[src/rtl/uart_freq_cmd_rx.sv]
// Purpose: oversampled 8N1 UART receiver plus a 3-byte frame parser (HDR, hi, lo) driving a 16-bit tuning word.
// Latency: 2-cycle input sync; rx_strobe lands one cycle after the mid-stop sample; freq_valid one cycle after the last rx_strobe.
// Backpressure: none; the consumer must accept the one-cycle freq_valid / rx_strobe / frame_err pulses.
// Ports: clk, rst_n (async active-low), uart_rxd (async serial in) -> freq_word, freq_valid, rx_byte, rx_strobe, frame_err, busy.
// Build option: define UART_PARITY_EN to add an even-parity bit (8E1) between data and stop.
module uart_freq_cmd_rx #(
    parameter int          CLK_HZ       = 50000000,
    parameter int          BAUD         = 115200,
    parameter int          OVERSAMPLE   = 16,
    parameter logic [7:0]  HDR          = 8'hA5,
    parameter logic [15:0] FREQ_RESET   = 16'h0100,
    parameter int          IDLE_TIMEOUT = 20
) (
    input  logic        clk,
    input  logic        rst_n,
    input  logic        uart_rxd,
    output logic [15:0] freq_word,
    output logic        freq_valid,
    output logic [7:0]  rx_byte,
    output logic        rx_strobe,
    output logic        frame_err,
    output logic        busy
);
    localparam int DIV_RAW   = CLK_HZ / (BAUD * OVERSAMPLE);
    localparam int DIV       = (DIV_RAW < 1) ? 1 : DIV_RAW;
    localparam int DIV_W     = (DIV > 1) ? $clog2(DIV) : 1;
    localparam int OS_W      = (OVERSAMPLE > 1) ? $clog2(OVERSAMPLE) : 1;
    localparam int TO_CYCLES = IDLE_TIMEOUT * OVERSAMPLE * DIV;
    localparam int TO_W      = $clog2(TO_CYCLES + 1);

    typedef enum logic [2:0] {
        S_IDLE,
        S_START,
        S_DATA,
`ifdef UART_PARITY_EN
        S_PARITY,
`endif
        S_STOP,
        S_WAIT_HI
    } rx_state_t;

    typedef enum logic [1:0] {P_HDR, P_HI, P_LO} p_state_t;

    rx_state_t        rx_state, rx_nxt;
    p_state_t         p_state, p_nxt;
    logic             sync1, sync2;
    logic [DIV_W-1:0] div_cnt;
    logic [OS_W-1:0]  tick_cnt;
    logic [2:0]       bit_cnt;
    logic [7:0]       shreg;
    logic [7:0]       hi_byte;
    logic [TO_W-1:0]  to_cnt;
    logic             tick, bit_sample, restart, realign;
    logic             strobe_nxt, err_nxt;
    logic             timeout, abort, load_hi, load_freq;
    logic             par_bad;

    assign busy       = (rx_state != S_IDLE);
    assign tick       = busy && (div_cnt == DIV_W'(DIV - 1));
    assign bit_sample = tick && (tick_cnt == OS_W'(OVERSAMPLE - 1));

    // RX next-state / pulse decode
    always_comb begin
        rx_nxt     = rx_state;
        strobe_nxt = 1'b0;
        err_nxt    = 1'b0;
        restart    = 1'b0;
        realign    = 1'b0;
        case (rx_state)
            S_IDLE: if (!sync2) begin
                rx_nxt  = S_START;
                restart = 1'b1;
            end
            S_START: if (tick && (tick_cnt == OS_W'(OVERSAMPLE / 2 - 1))) begin
                // Mid-start sample: a high here means the falling edge was a glitch.
                realign = 1'b1;
                rx_nxt  = sync2 ? S_IDLE : S_DATA;
            end
            S_DATA: if (bit_sample && (bit_cnt == 3'd7)) begin
`ifdef UART_PARITY_EN
                rx_nxt = S_PARITY;
`else
                rx_nxt = S_STOP;
`endif
            end
`ifdef UART_PARITY_EN
            S_PARITY: if (bit_sample) rx_nxt = S_STOP;
`endif
            S_STOP: if (bit_sample) begin
                strobe_nxt = sync2 && !par_bad;
                err_nxt    = !sync2 || par_bad;
                // A low stop bit may be a break; wait for the line to go high before re-arming.
                rx_nxt     = sync2 ? S_IDLE : S_WAIT_HI;
            end
            S_WAIT_HI: if (sync2) rx_nxt = S_IDLE;
            default: rx_nxt = S_IDLE;
        endcase
    end

    always_ff @(posedge clk or negedge rst_n) begin
        if (!rst_n) begin
            sync1     <= 1'b1;
            sync2     <= 1'b1;
            rx_state  <= S_IDLE;
            div_cnt   <= '0;
            tick_cnt  <= '0;
            bit_cnt   <= '0;
            shreg     <= '0;
            rx_byte   <= '0;
            rx_strobe <= 1'b0;
            frame_err <= 1'b0;
        end else begin
            sync1     <= uart_rxd;
            sync2     <= sync1;
            rx_state  <= rx_nxt;
            rx_strobe <= strobe_nxt;
            frame_err <= err_nxt;

            if (restart || !busy || tick) div_cnt <= '0;
            else                          div_cnt <= div_cnt + 1'b1;

            // After the mid-start sample the tick count restarts so later samples fall mid-bit.
            if (restart || realign)
                tick_cnt <= '0;
            else if (tick)
                tick_cnt <= (tick_cnt == OS_W'(OVERSAMPLE - 1)) ? '0 : tick_cnt + 1'b1;

            if (restart)
                bit_cnt <= '0;
            else if (rx_state == S_DATA && bit_sample) begin
                bit_cnt <= bit_cnt + 1'b1;
                shreg   <= {sync2, shreg[7:1]};
            end

            if (strobe_nxt) rx_byte <= shreg;
        end
    end

`ifdef UART_PARITY_EN
    always_ff @(posedge clk or negedge rst_n) begin
        if (!rst_n)
            par_bad <= 1'b0;
        else if (restart)
            par_bad <= 1'b0;
        else if (rx_state == S_PARITY && bit_sample)
            par_bad <= (^shreg) ^ sync2;
    end
`else
    assign par_bad = 1'b0;
`endif

    // Parser: timeout counts RX-idle cycles accumulated since the last good byte.
    assign timeout = (p_state != P_HDR) && (to_cnt == TO_W'(TO_CYCLES));
    assign abort   = frame_err || timeout;

    always_comb begin
        p_nxt     = p_state;
        load_hi   = 1'b0;
        load_freq = 1'b0;
        if (abort)
            p_nxt = P_HDR;
        else if (rx_strobe) begin
            case (p_state)
                P_HDR: if (rx_byte == HDR) p_nxt = P_HI;
                P_HI: begin
                    load_hi = 1'b1;
                    p_nxt   = P_LO;
                end
                P_LO: begin
                    load_freq = 1'b1;
                    p_nxt     = P_HDR;
                end
                default: p_nxt = P_HDR;
            endcase
        end
    end

    always_ff @(posedge clk or negedge rst_n) begin
        if (!rst_n) begin
            p_state    <= P_HDR;
            hi_byte    <= '0;
            freq_word  <= FREQ_RESET;
            freq_valid <= 1'b0;
            to_cnt     <= '0;
        end else begin
            p_state    <= p_nxt;
            freq_valid <= load_freq;
            if (load_hi)   hi_byte   <= rx_byte;
            if (load_freq) freq_word <= {hi_byte, rx_byte};
            if (rx_strobe || p_state == P_HDR)
                to_cnt <= '0;
            else if (rx_state == S_IDLE && !timeout)
                to_cnt <= to_cnt + 1'b1;
        end
    end
endmodule

[config.mk]
export PLATFORM = sky130hd
export DESIGN_NAME = uart_freq_cmd_rx
export DESIGN_NICKNAME = d
export VERILOG_FILES = /design/src/rtl/uart_freq_cmd_rx.sv
export SDC_FILE = /design/constraint.sdc
export NUM_CORES = 1
export LEC_CHECK = 0
export ABC_AREA = 1
export CAP_MARGIN = 5
export CORE_MARGIN = 2
export CORE_UTILIZATION = 45
export CTS_CLUSTER_DIAMETER = 80
export DETAILED_ROUTE_END_ITERATION = 12
export PLACE_DENSITY = 0.73
export SYNTH_ARGS = -nofsm -noshare
export SYNTH_HDL_FRONTEND = slang
export SYNTH_SLANG_ARGS = --single-unit
[constraint.sdc]
create_clock -name clk -period 3.85 [get_ports clk]
set_input_delay 0.77 -clock clk [delete_from_list [all_inputs] [get_ports clk]]
set_output_delay 0.77 -clock clk [all_outputs]
set_load 0.02 [all_outputs]
---- After elaboration in Yosys (flattened, before gate mapping) ----
Cells that the tools add are included.
word-level totals
  output and inout bits ................... 28
  input port bits ......................... 3
  logic and storage cells ................. 98
  register bits ........................... 76
operators by class
  $add $sub $neg .......................... 4
  reductions and logical operators ........ 26
  eq/ne operators ......................... 18
  multiplexer cells ....................... 34
  bitwise gates (word level) .............. 1
operators by type and width
  kind                   count
  $mux 14                2
  $mux 3                 8
  $pmux 3 s5             1
  $add 14x1->14 const B  1
  $eq 14x14->1 const B   1
  $mux 1                 14
  $mux 4                 3
  $ne 2x2->1 const B     5
  $reduce_bool 2->1      5
  $eq 8x8->1 const B     1
  $mux 2                 4
  $logic_and 1x1->1      7
  $eq 3x2->1 const B     2
  $eq 3x3->1 const B     2
  $add 5x1->5 const B    1
  $eq 5x5->1 const B     1
  $logic_or 1x1->1       5
  $mux 5                 1
  $reduce_and 5->1       1
  $add 4x1->4 const B    1
  $eq 4x3->1 const B     1
  $eq 4x4->1 const B     1
  $pmux 2 s2             1
  $reduce_and 2->1       2
  10 further kinds       12

---- Depth between registers and ports, before layout ----
  word-level depth ........................ 7
  gate-level depth with buffers ........... 11
  mapped depth without buffers ............ 10

---- Worst setup path before layout ----
Ideal clock, no wire load.
  path type ............................... register -> register
  start point ............................. reg to_cnt[0]
  end point ............................... reg to_cnt[13]
  setup time .............................. 119 ps
  stages on the path, launching flop included .. 11
  required time ........................... 3731 ps
  clock period less this slack ............ 1573 ps
  arrival time ............................ 1454 ps
  buffers on the path ..................... 1
  path slack .............................. 2277 ps
  cell sequence ........................... dfrtp_1 > inv_1 > ha_1 > nand2_1 > nor2_1 > nand2_1 > nor2_4 > nor2_1 > buf_2 > nand4_1 > nand2_1
between the ends
  cells in the longest elaborated chain, start to end .. 5
  elaborated cells between the ends (all ways) .. 8
  those cells by class .................... add/sub (1); eq/ne (1); mux (2); reduce/logical (4)
RTL lines
  item                                                                   RTL line  RTL
  start, declared                                                        52        logic [TO_W-1:0] to_cnt;
  start signal, assigned                                                 193       to_cnt <= to_cnt + 1'b1;
  parallel branches: the longest is 5 deep, another holds $add 14x1->14  --
Several ways; the timed one is not identified. The select of a mux whose other input is x is not followed.
A chain may end at the register's enable or synchronous reset.

---- Final worst setup path ----
  start point ............................. reg rx_state[0]
  end point ............................... out busy
between the ends
  cells in the longest elaborated chain, start to end .. 1
RTL lines
  item                    RTL line  RTL
  start, declared         44        rx_state_t rx_state, rx_nxt;
  start signal, assigned  115       rx_state <= rx_nxt;
  $reduce_bool 3->1       58        assign busy = (rx_state != S_IDLE);
  end, declared           22        output logic busy
No other way between the ends.

==> flow_summary_export.csv <==
group,metric,value,unit
outcome,status,"finished, final reports clean",
cells_and_area,drive_gt1_share,7.99,%
sta,rsz0062_at_grt,"false",
global_routing,global_route.overflow_total,0,
power_and_ir_drop,power_frac_seq,58.0,%
setup_path,arrival,1.72,ns
synthesis,syn-instance-count,450,
placed_design,place.gp.congestion,0.878,
sta,setup_violations,0,
min_path,min_from,"sync1",
clock_tree,cts_max_path_buffers,2,
clock_tree,cts.repair.resized,0,
synthesis,ys_types,34,
synthesis,synth-main-ff-cell,"dfrtp_1",
global_routing,grt_pass1_wl,13.0,mm
setup_path,critPathCaptureType,"output pin",
setup_path,crit_type,"flip-flop to output pin",
clock_tree,root_buffer,"clkbuf_8",
sta,finalCritPeriodShare,64.6,%
clock_tree,worstSkewPairLatency,0.35,ns
clock_tree,hold_buffers,0,
sta,hold_viol,0,
sta,worstMarginPinSlew,0.952,ns
drt,num_vias,3020,
global_routing,grt_use_total,18.3,%
power_and_ir_drop,swShare,24.3,%
power_and_ir_drop,power.internal,1.04,mW
placed_design,io_buffers,30,
sta,skew,0.0135,ns
global_routing,grt_max_degree,77,
cells_and_area,antennaDiodeCount,0,
drt,totalWireLength,7.41,mm
clock_tree,tritoncts,"built",
sta,slew_headroom,36.5,%
die,rows,33,
clock_tree,cts.sinks,76,
sta,drv_slew,0,
die,ios,31,
drt,drc,0,
min_path,min_path_type,"flip-flop to flip-flop",
synthesis,yosys-top-cells-count,"nand2_1 (172), dfrtp_1 (73), inv_1 (39)",
die,die_h,94.7,um
synthesis,synth.avg_cell_area,8.23,um^2
synthesis,ys_ff_latch,76,
placed_design,dpl.hpwl,5.26,mm
setup_path,critical_path.startpoint,"rx_state[0]",
setup_path,rr_startpoint,"to_cnt[0]",
sta,fmax,402,MHz
global_routing,grt_pass1_vias,2828,
synthesis,synth_area,3700,um^2
die,start_util,45.8,%
sta,fin_tns_setup,0,ns
synthesis,synth_edf_count,0,
synthesis,synth_top_area_share,49.3,%
synthesis,synth.most_common_cell,"nand2_1",
drt,first_iter_violations,186,
clock_tree,cts_setup_buffers,0,
cells_and_area,fillCellCount,766,
power_and_ir_drop,clkPwrFrac,40.7,%
setup_path,start_kind,"flip-flop",
die,core_region_area,8090,um^2
die,die-area,8970,um^2
power_and_ir_drop,p_sw,0.336,mW
setup_path,worstPathRequired,3.08,ns
flow_run,maxCapViolCount,0,
sta,fin_crit,2.49,ns
power_and_ir_drop,leakage,2.03,nW
synthesis,ys_warn_count,0,
synthesis,async_flop_share,100,%
synthesis,synth_top_area_cell,"dfrtp_1",
drt,vias_per_cell,5.09,
global_routing,antenna_found_initial,0,
drt,ant_nets,0,
drt,wl_per_cell,12.5,um
cells_and_area,nNetsFinal,493,
power_and_ir_drop,comb_power_share,1.3,%
power_and_ir_drop,power.density,325,nW/um^2
synthesis,synth_seq_area_share,51.4,%
synthesis,synth_fp_nets,460,
clock_tree,cts_buffers,9,
synthesis,synth_area_leaders,"dfrtp_1 (49%), nand2_1 (17%), nand3_1 (4.1%), inv_1 (4.0%), nand4_1 (3.7%)",
cells_and_area,area_growth,14.8,%
die,die_x,94.7,um
setup_path,cp_max_fo,8,
clock_tree,cts.clk_slew.worst_paths,0.09,ns
drt,firstDrtPassIters,4,
power_and_ir_drop,peakVddDrop,0.000213,V
power_and_ir_drop,power,1.38,mW
clock_tree,cts_max_level,3,
-- metrics by stage --
stage	instance area [um^2]	utilization, %	setup slack [ns]	cells	hold WS, ns
after global routing	4250	52.5	1.28	593	0.378
after floorplan	3700	-	2.28	450	0.345
after detailed placement	4070	50.3	1.74	577	0.354
after global placement	4070	50.3	1.77	577	0.348
after CTS	4250	52.5	1.35	593	0.373
final	4250	52.5	1.36	593	0.374
-- layout make-up --
type	count	area, um^2	area share, %
Clock buffer	9	124	2.91
Clock inverter	7	57.6	1.35
Tap cell	105	131	3.09
Sequential cell	76	1910	44.8
Inverter	41	154	3.62
Multi-Input combinational cell	324	1570	37.0
Timing Repair Buffer	31	305	7.18
-- path summary, 6_finish.rpt --
path                            depth (start not counted)      endpoint  slack (ns)
worst max-delay path                                    3          busy        1.36
worst min-delay path                                    0         sync2        0.37
worst max register to register                          9    to_cnt[12]        1.79
worst min register to register                          0         sync2        0.37
max in group asynchronous                               1  freq_word[7]        2.67
min in group asynchronous                               1    div_cnt[4]        0.57
-- state kept, by name, indices dropped and copies added (netlist names), 4 cells and up --
register / cells
freq_word: 16
to_cnt: 14
hi_byte: 8
rx_byte: 8
shreg: 8
div_cnt: 5
tick_cnt: 4
-- cells in the final DEF (no fill, tap or decap), types with 2 or more instances in the layout --
cell,count
nand2_1,172
dfrtp_1,73
inv_1,39
nor2_1,36
nand3_1,30
clkdlybuf4s50_1,29
nand4_1,22
o21ai_0,19
clkbuf_8,9
ha_1,7
xor2_1,5
o21ai_1,5
nand2_4,3
nor3_1,3
a21oi_1,3
dfstp_2,3
nor2_2,2
inv_2,2
nor3_4,2
nor2_4,2
nor4_1,2
or2_2,2
clkinvlp_4,2
inv_6,2
buf_4,2
-- metal layers --
| layer | GRT usage [%] | part of all wire (%) |
|---|---|---|
| met2 | 28.4 | 48 |
| met3 | 3.67 | 3.5 |
| met4 | 7.37 | 1.5 |
| met5 | 0 | 0 |
| met1 | 25.2 | 47 |
-- worst max-delay path, stage by stage (launching register included) --
cell and delay, ns:
dfrtp_1 0.48, nor2_2 0.22, nand2_4 0.12, clkdlybuf4s50_1 0.56
-- kinds of logic (layout without fill, tap and decap cells) --
group           Yosys count  in the layout  share of synthesized area, %
buf+inv                  50             88                          6.08
flops                    76             76                          51.4
compound gates           29             29                          4.02
fa+ha+maj                 7              7                          2.36
xor+xnor                  6              6                          1.42
simple gates            282            282                          34.7
-- power groups by stage --
| stage | Sequential (mW) | Clock (mW) | Combinational (mW) |
|---|---|---|---|
| 4_1_cts | 0.801 | 0.573 | 0.0194 |
| 3_3_place_gp | 0.816 | 0 | 0.0192 |
| 5_1_grt | 0.801 | 0.608 | 0.0220 |
| 2_1_floorplan | 0.816 | 0 | 0.00124 |
| 3_5_place_dp | 0.817 | 0 | 0.0194 |
| 6_report | 0.801 | 0.561 | 0.0180 |
Note: power is estimated with default switching activity, not from simulation.
